==> src/rtl/issue_stage_pkg.sv <==
// Shared constants and types for the operand-fetch / issue stage.
package issue_stage_pkg;

    localparam int DEFAULT_DATA_WIDTH     = 32;
    localparam int DEFAULT_REG_ADDR_WIDTH = 5;
    localparam int DEFAULT_EXE_LATENCY    = 2;

    // Instruction class driven into execution when nothing is issued.
    localparam logic [6:0] NOP_INSTR_TYPE = 7'd0;

    // Control fields forwarded unchanged from decode into execution.
    typedef struct packed {
        logic [6:0]  instruction_type;
        logic [2:0]  funct3;
        logic [6:0]  funct7;
        logic [20:0] immediate;
    } issue_ctrl_t;

endpackage

==> src/rtl/issue_scoreboard.sv <==
// Per-register busy bits plus a destination tag pipe whose depth matches the
// execution latency. The pipe head retires one tag per cycle.
module issue_scoreboard
    import issue_stage_pkg::*;
#(
    parameter int REG_ADDR_WIDTH = DEFAULT_REG_ADDR_WIDTH,
    parameter int EXE_LATENCY    = DEFAULT_EXE_LATENCY
) (
    input  logic                      clk,
    input  logic                      reset,
    input  logic                      set_valid,
    input  logic [REG_ADDR_WIDTH-1:0] set_rd,
    input  logic [REG_ADDR_WIDTH-1:0] query_rs1,
    input  logic [REG_ADDR_WIDTH-1:0] query_rs2,
    input  logic [REG_ADDR_WIDTH-1:0] query_rd,
    output logic                      head_valid,
    output logic [REG_ADDR_WIDTH-1:0] head_rd,
    output logic                      hazard
);

    localparam int NUM_REGS = 2 ** REG_ADDR_WIDTH;

    logic [NUM_REGS-1:0]       busy_q;
    logic [NUM_REGS-1:0]       busy_d;
    logic [NUM_REGS-1:0]       busy_clr;
    logic [NUM_REGS-1:0]       busy_eff;
    logic [EXE_LATENCY-1:0]    tag_valid_q;
    logic [EXE_LATENCY-1:0]    tag_valid_d;
    logic [REG_ADDR_WIDTH-1:0] tag_rd_q [EXE_LATENCY];
    logic [REG_ADDR_WIDTH-1:0] tag_rd_d [EXE_LATENCY];

    assign head_valid = tag_valid_q[EXE_LATENCY-1];
    assign head_rd    = tag_rd_q[EXE_LATENCY-1];

    // Tag pipe advances every cycle; execution never stalls, so neither does this.
    always_comb begin
        tag_valid_d[0] = set_valid;
        tag_rd_d[0]    = set_rd;
        for (int i = 1; i < EXE_LATENCY; i++) begin
            tag_valid_d[i] = tag_valid_q[i-1];
            tag_rd_d[i]    = tag_rd_q[i-1];
        end
    end

    // Retiring head clears its busy bit this cycle; a new issue to the same index wins.
    always_comb begin
        busy_clr = '0;
        if (head_valid) begin
            busy_clr[head_rd] = 1'b1;
        end
        busy_eff = busy_q & ~busy_clr;
        busy_d   = busy_eff;
        if (set_valid && set_rd != '0) begin
            busy_d[set_rd] = 1'b1;
        end
    end

    // rs2 is checked even for immediate forms; the extra stall is accepted.
    assign hazard = (query_rs1 != '0 && busy_eff[query_rs1]) ||
                    (query_rs2 != '0 && busy_eff[query_rs2]) ||
                    (query_rd  != '0 && busy_eff[query_rd]);

    // State registers for busy bits and tag pipe.
    always_ff @(posedge clk or negedge reset) begin
        if (!reset) begin
            busy_q      <= '0;
            tag_valid_q <= '0;
            for (int i = 0; i < EXE_LATENCY; i++) begin
                tag_rd_q[i] <= '0;
            end
        end else begin
            busy_q      <= busy_d;
            tag_valid_q <= tag_valid_d;
            tag_rd_q    <= tag_rd_d;
        end
    end

endmodule

==> src/rtl/issue_stage.sv <==
// Issue stage: register file read with writeback bypass, hazard-gated issue
// into registered execution inputs, and result writeback from the tag pipe.
module issue_stage
    import issue_stage_pkg::*;
#(
    parameter int DATA_WIDTH     = DEFAULT_DATA_WIDTH,
    parameter int REG_ADDR_WIDTH = DEFAULT_REG_ADDR_WIDTH,
    parameter int EXE_LATENCY    = DEFAULT_EXE_LATENCY
) (
    input  logic                      clk,
    input  logic                      reset,
    input  logic                      dec_valid,
    output logic                      dec_ready,
    input  logic [6:0]                dec_instruction_type,
    input  logic [2:0]                dec_funct3,
    input  logic [6:0]                dec_funct7,
    input  logic [20:0]               dec_immediate,
    input  logic [REG_ADDR_WIDTH-1:0] dec_rs1,
    input  logic [REG_ADDR_WIDTH-1:0] dec_rs2,
    input  logic [REG_ADDR_WIDTH-1:0] dec_rd,
    input  logic                      system_stall,
    input  logic [DATA_WIDTH-1:0]     exe_result,
    input  logic                      exe_result_valid,
    output logic [6:0]                instruction_type,
    output logic [2:0]                funct3,
    output logic [6:0]                funct7,
    output logic [20:0]               immediate,
    output logic [DATA_WIDTH-1:0]     data_src1,
    output logic [DATA_WIDTH-1:0]     data_src2,
    output logic                      issue_valid,
    output logic                      wb_orphan
);

    localparam int NUM_REGS = 2 ** REG_ADDR_WIDTH;

    logic                      head_valid;
    logic [REG_ADDR_WIDTH-1:0] head_rd;
    logic                      hazard;
    logic                      accept;
    logic                      wb_write;

    logic [DATA_WIDTH-1:0]     regfile_q [NUM_REGS];
    logic [DATA_WIDTH-1:0]     regfile_d [NUM_REGS];
    logic [REG_ADDR_WIDTH-1:0] read_addr [2];
    logic [DATA_WIDTH-1:0]     read_data [2];

    issue_ctrl_t               ctrl_q;
    issue_ctrl_t               ctrl_d;
    logic [DATA_WIDTH-1:0]     data_src1_q;
    logic [DATA_WIDTH-1:0]     data_src1_d;
    logic [DATA_WIDTH-1:0]     data_src2_q;
    logic [DATA_WIDTH-1:0]     data_src2_d;
    logic                      issue_valid_q;
    logic                      issue_valid_d;
    logic                      wb_orphan_q;
    logic                      wb_orphan_d;

    issue_scoreboard #(
        .REG_ADDR_WIDTH (REG_ADDR_WIDTH),
        .EXE_LATENCY    (EXE_LATENCY)
    ) u_scoreboard (
        .clk        (clk),
        .reset      (reset),
        .set_valid  (accept),
        .set_rd     (dec_rd),
        .query_rs1  (dec_rs1),
        .query_rs2  (dec_rs2),
        .query_rd   (dec_rd),
        .head_valid (head_valid),
        .head_rd    (head_rd),
        .hazard     (hazard)
    );

    assign dec_ready = !system_stall && !hazard;
    assign accept    = dec_valid && dec_ready;
    assign wb_write  = head_valid && exe_result_valid && head_rd != '0;

    // Read ports: x0 is hardwired to zero; a same-cycle writeback is forwarded.
    assign read_addr[0] = dec_rs1;
    assign read_addr[1] = dec_rs2;
    for (genvar gi = 0; gi < 2; gi++) begin : g_read
        assign read_data[gi] = (read_addr[gi] == '0)                 ? '0 :
                               (wb_write && head_rd == read_addr[gi]) ? exe_result :
                                                                        regfile_q[read_addr[gi]];
    end

    // Register file next state: single writeback port from the tag pipe head.
    always_comb begin
        regfile_d = regfile_q;
        if (wb_write) begin
            regfile_d[head_rd] = exe_result;
        end
    end

    // Issue register next state: load on accept, otherwise drive a NOP.
    always_comb begin
        ctrl_d                  = '0;
        ctrl_d.instruction_type = NOP_INSTR_TYPE;
        data_src1_d             = '0;
        data_src2_d             = '0;
        issue_valid_d           = 1'b0;
        if (accept) begin
            ctrl_d.instruction_type = dec_instruction_type;
            ctrl_d.funct3           = dec_funct3;
            ctrl_d.funct7           = dec_funct7;
            ctrl_d.immediate        = dec_immediate;
            data_src1_d             = read_data[0];
            data_src2_d             = read_data[1];
            issue_valid_d           = 1'b1;
        end
        wb_orphan_d = wb_orphan_q || (!head_valid && exe_result_valid);
    end

    // State registers for the register file, issue registers and orphan flag.
    always_ff @(posedge clk or negedge reset) begin
        if (!reset) begin
            for (int i = 0; i < NUM_REGS; i++) begin
                regfile_q[i] <= '0;
            end
            ctrl_q        <= '0;
            data_src1_q   <= '0;
            data_src2_q   <= '0;
            issue_valid_q <= 1'b0;
            wb_orphan_q   <= 1'b0;
        end else begin
            regfile_q     <= regfile_d;
            ctrl_q        <= ctrl_d;
            data_src1_q   <= data_src1_d;
            data_src2_q   <= data_src2_d;
            issue_valid_q <= issue_valid_d;
            wb_orphan_q   <= wb_orphan_d;
        end
    end

    assign instruction_type = ctrl_q.instruction_type;
    assign funct3           = ctrl_q.funct3;
    assign funct7           = ctrl_q.funct7;
    assign immediate        = ctrl_q.immediate;
    assign data_src1        = data_src1_q;
    assign data_src2        = data_src2_q;
    assign issue_valid      = issue_valid_q;
    assign wb_orphan        = wb_orphan_q;

endmodule

==> config.mk <==
export PLATFORM = sky130hd
export DESIGN_NAME = issue_stage
export DESIGN_NICKNAME = d
export VERILOG_FILES = /design/src/rtl/issue_stage_pkg.sv /design/src/rtl/issue_scoreboard.sv /design/src/rtl/issue_stage.sv
export SDC_FILE = /design/constraint.sdc
export NUM_CORES = 2
export LEC_CHECK = 0
export BUFFER_PORTS_ARGS = -buffer_cell sky130_fd_sc_hd__buf_4
export CAP_MARGIN = 5
export CORE_UTILIZATION = 29
export CTS_CLUSTER_DIAMETER = 80
export CTS_CLUSTER_SIZE = 20
export DETAILED_ROUTE_END_ITERATION = 10
export PLACE_DENSITY = 0.55
export SLEW_MARGIN = 5
export SYNTH_ARGS = -nofsm -noshare
export SYNTH_HDL_FRONTEND = slang
export SYNTH_SLANG_ARGS = --single-unit
==> constraint.sdc <==
create_clock -name clk -period 2.25 [get_ports clk]
set_input_delay 0.225 -clock clk [delete_from_list [all_inputs] [get_ports clk]]
set_output_delay 0.225 -clock clk [all_outputs]
set_load 0.01 [all_outputs]
==> out/qor.yml <==
status: "finished with violations"
violations: "setup timing"
finalCriticalPeriod_ns: 3.302
routed_wl_mm: 219.1
cts_num_sinks: 1171
drive_gt1_frac: 0.5852
hp-class: "input port to flip-flop"
end_kind: "output port"
fp.dieArea_um2: 213500
finalSetupViolCount: 656
critPathLaunchType: "flip-flop"
yosys.area.top_type: "dfrtp_1"
die_w_um: 462.1
worst_clock_skew_ns: 0.03807
cp_data_arrival_time_ns: 3.08
p_leak_nw: 35.74
die_h_um: 462.1
max_freq_mhz: 302.9
syn2layout_area_growth_pct: 27.76
clock_path_buffers: 3
power_density_nw_per_um2: 551.0
dp_hpwl_mm: 135.8
period_share: 1.467
nets: 4782
routed_via_density: 5.453
grt_pass1_vias: 43170
start_util: 0.2923
drcViolationCount: 0
cts_root_buffer: "clkbuf_16"
grt_max_degree: 109
postRouteAntennaNets: 0
core_area_um2: 210000
r2r_setup_slack_ns: -0.77
vias: 41229
yosys-top-cells-area: "dfrtp_1 (48%), mux4_2 (23%), mux2_2 (17%)"
fill_cells: 19617
total_power_mw: 43.21
syn-cell-area_um2: 61390
synth_nets: 4233
antenna_found_initial: 10
placed_cell_area_um2: 71070
gp_congestion: 0.8628
htreeDepth: 3
wl_per_cell_um: 28.97
hold_viol_final: 0
maxCapViolations: 0
cts_tree: "built"
grt.overflow.total: 0
path_max_fanout: 6
grt_setup_unrepaired: "true"
ys_seq_elements: 1171
maxSlewHeadroom: 0.4186
grt_pass1_wl_mm: 314.4
ys_warn_count: 0
io_buffers: 194
worstPathRequired_ns: 2.03
drtIter0Drc: 3788
crit_path_frequent_cell: "buf_6"
post-route-cell-area_um2: 78430
synthFlopType: "dfrtp_1"
track_usage: 0.2017
async_reset_ff_frac: 1.000
critPathKind: "flip-flop to output port"
fin_setup_tns_ns: -240.71
tightestPinTransition_ns: 0.8721
cp_cell_sequence: "buf_6 -> and4b_2 -> buf_6 -> a21boi_4 -> o22ai_2 -> a311oi_2 -> a31oi_4 -> buf_6 -> nand3_4 -> buf_12 -> nor2_4 -> buf_6"
slew_viol_final: 0
clk_pin_slew_ns: 0.09
synth-edff-count: 0
design.portCount: 195
max_stage_delay_ns: 0.46
rows: 168
fin_ws_ns: -1.052
cts_buffers: 87
synth_top_area_frac: 0.4774
syn_inst: 4143
yosysSeqAreaShare: 0.4774
crit_slowest_cell: "dfrtp_2"
ys_types: 64
avgSynthCellArea_um2: 14.82
drt_pass1_iterations: 7
vdd_drop_max_v: 0.0005081
clock_latency_ns: 0.74
==> cell type report <==
class,instances,area [um^2],area share
tap,2805,3510,0.04475
sequential,1171,29310,0.3737
multi-input combinational,2485,31930,0.4072
antenna,4,10.01,0.0001276
clock buffer,97,2316,0.02953
timing repair buffer,923,10640,0.1356
clock inverter,52,613.1,0.007817
inverter,24,100.1,0.001276
==> layer usage <==
metal,vias up,GRT usage,wire [um]
met5,-,0.002715,123
li1,16963,-,-
met4,8,0.06369,7264
met1,22633,0.2810,95940
met3,320,0.02946,12040
met2,1305,0.3223,103700
==> synthesized netlist by cell type (all sizes together), types with 8 or more instances <==
| master | number |
|---|---|
| inv | 22 |
| nand4 | 31 |
| a21oi | 68 |
| nor2 | 72 |
| mux4 | 639 |
| nand3 | 64 |
| a21boi | 13 |
| o21ai | 118 |
| mux2 | 928 |
| nand2 | 237 |
| nand2b | 14 |
| o31ai | 17 |
| nor2b | 10 |
| a2111oi | 12 |
| a211oi | 8 |
| xnor2 | 8 |
| clkbuf | 249 |
| nor3 | 118 |
| a311oi | 8 |
| dfrtp | 1171 |
| buf | 214 |
| mux2i | 39 |
==> logic make-up (layout without fill, tap and decap cells) <==
logic type      after synthesis  count (layout)  share of synthesized area
compound gates              279             279                    0.02784
xor+xnor                     12              12                   0.001712
buf+inv                     487            1096                    0.03445
flops                      1171            1171                     0.4774
mux                        1606            1606                     0.4110
other cells                   0               4                          0
simple gates                588             588                    0.04761
==> critical path, delay by kind of cell (launching register included) <==
family	cells	cell delay [ns]
flops	1	0.46
buf+inv	5	0.69
compound gates	4	0.81
simple gates	3	0.40
==> state kept, by name, summed over array words and instances, names as in the netlist <==
signal and count:
regfile_q 1024, data_src1 32, data_src2 32, u_scoreboard.busy_q 32, immediate 21, funct7 7, instruction_type 7, u_scoreboard.head_rd 5
u_scoreboard.tag_rd_d 5, funct3 3, u_scoreboard.tag_valid_q 2, wb_orphan 1
==> timing repair <==
item | in CTS | in global routing
setup buffers | 62 | 38
endpoints found under the hold margin | 1318 | 0
setup endpoints to repair | 901 | 781
cloned | 16 | 17
gates resized for setup | 289 | 231
pin swaps | 70 | 72
hold buffers | 73 | 0
==> stage by stage <==
| step | instances | hold slack (ns) | util | setup slack, ns |
|---|---|---|---|---|
| after floorplan | 4143 | -0.07059 | - | -0.1855 |
| final | 7561 | 0.04955 | 0.3735 | -1.052 |
| after global routing | 7561 | 0.04351 | 0.3735 | -1.138 |
| after detailed placement | 7227 | 0.1595 | 0.3384 | -0.7440 |
| after CTS | 7523 | 0.0004176 | 0.3663 | -1.012 |
| after global placement | 7227 | 0.1583 | 0.3384 | -0.7202 |
==> cells in the final DEF, fill, tap and decap left out, drive strengths merged, types with 8 or more instances in the layout <==
cell,count
a2111oi,12
nor3,118
a211oi,8
nor2b,10
mux4,639
buf,832
a21boi,13
nand2,237
a21oi,68
nor2,72
clkbuf,113
nand3,64
a311oi,8
mux2i,39
xnor2,8
dfrtp,1171
clkinvlp,9
clkinv,17
o31ai,17
inv,46
o21ai,118
dlygate4sd3,73
nand4,31
nand2b,14
mux2,928
==> final timing paths <==
kind	start	end	cells after the start
max reg2reg	u_scoreboard.head_rd[2]	data_src1[16]	15
min reg2reg	u_scoreboard.tag_rd_d[3]	u_scoreboard.head_rd[3]	0
max	u_scoreboard.head_rd[2]	dec_ready	12
min in group asynchronous	reset	regfile_q[312]	3
min	exe_result[13]	regfile_q[461]	2
max in group asynchronous	reset	regfile_q[742]	3
==> report_power, final <==
part           total [mW]  internal, mW  leakage (nW)  switching, mW
clock                17.1          8.18          1.41           8.87
combinational        4.77          2.03          18.2           2.74
sequential           21.4          21.2          16.2          0.157
No activity file was read; power rests on OpenSTA's default activity.
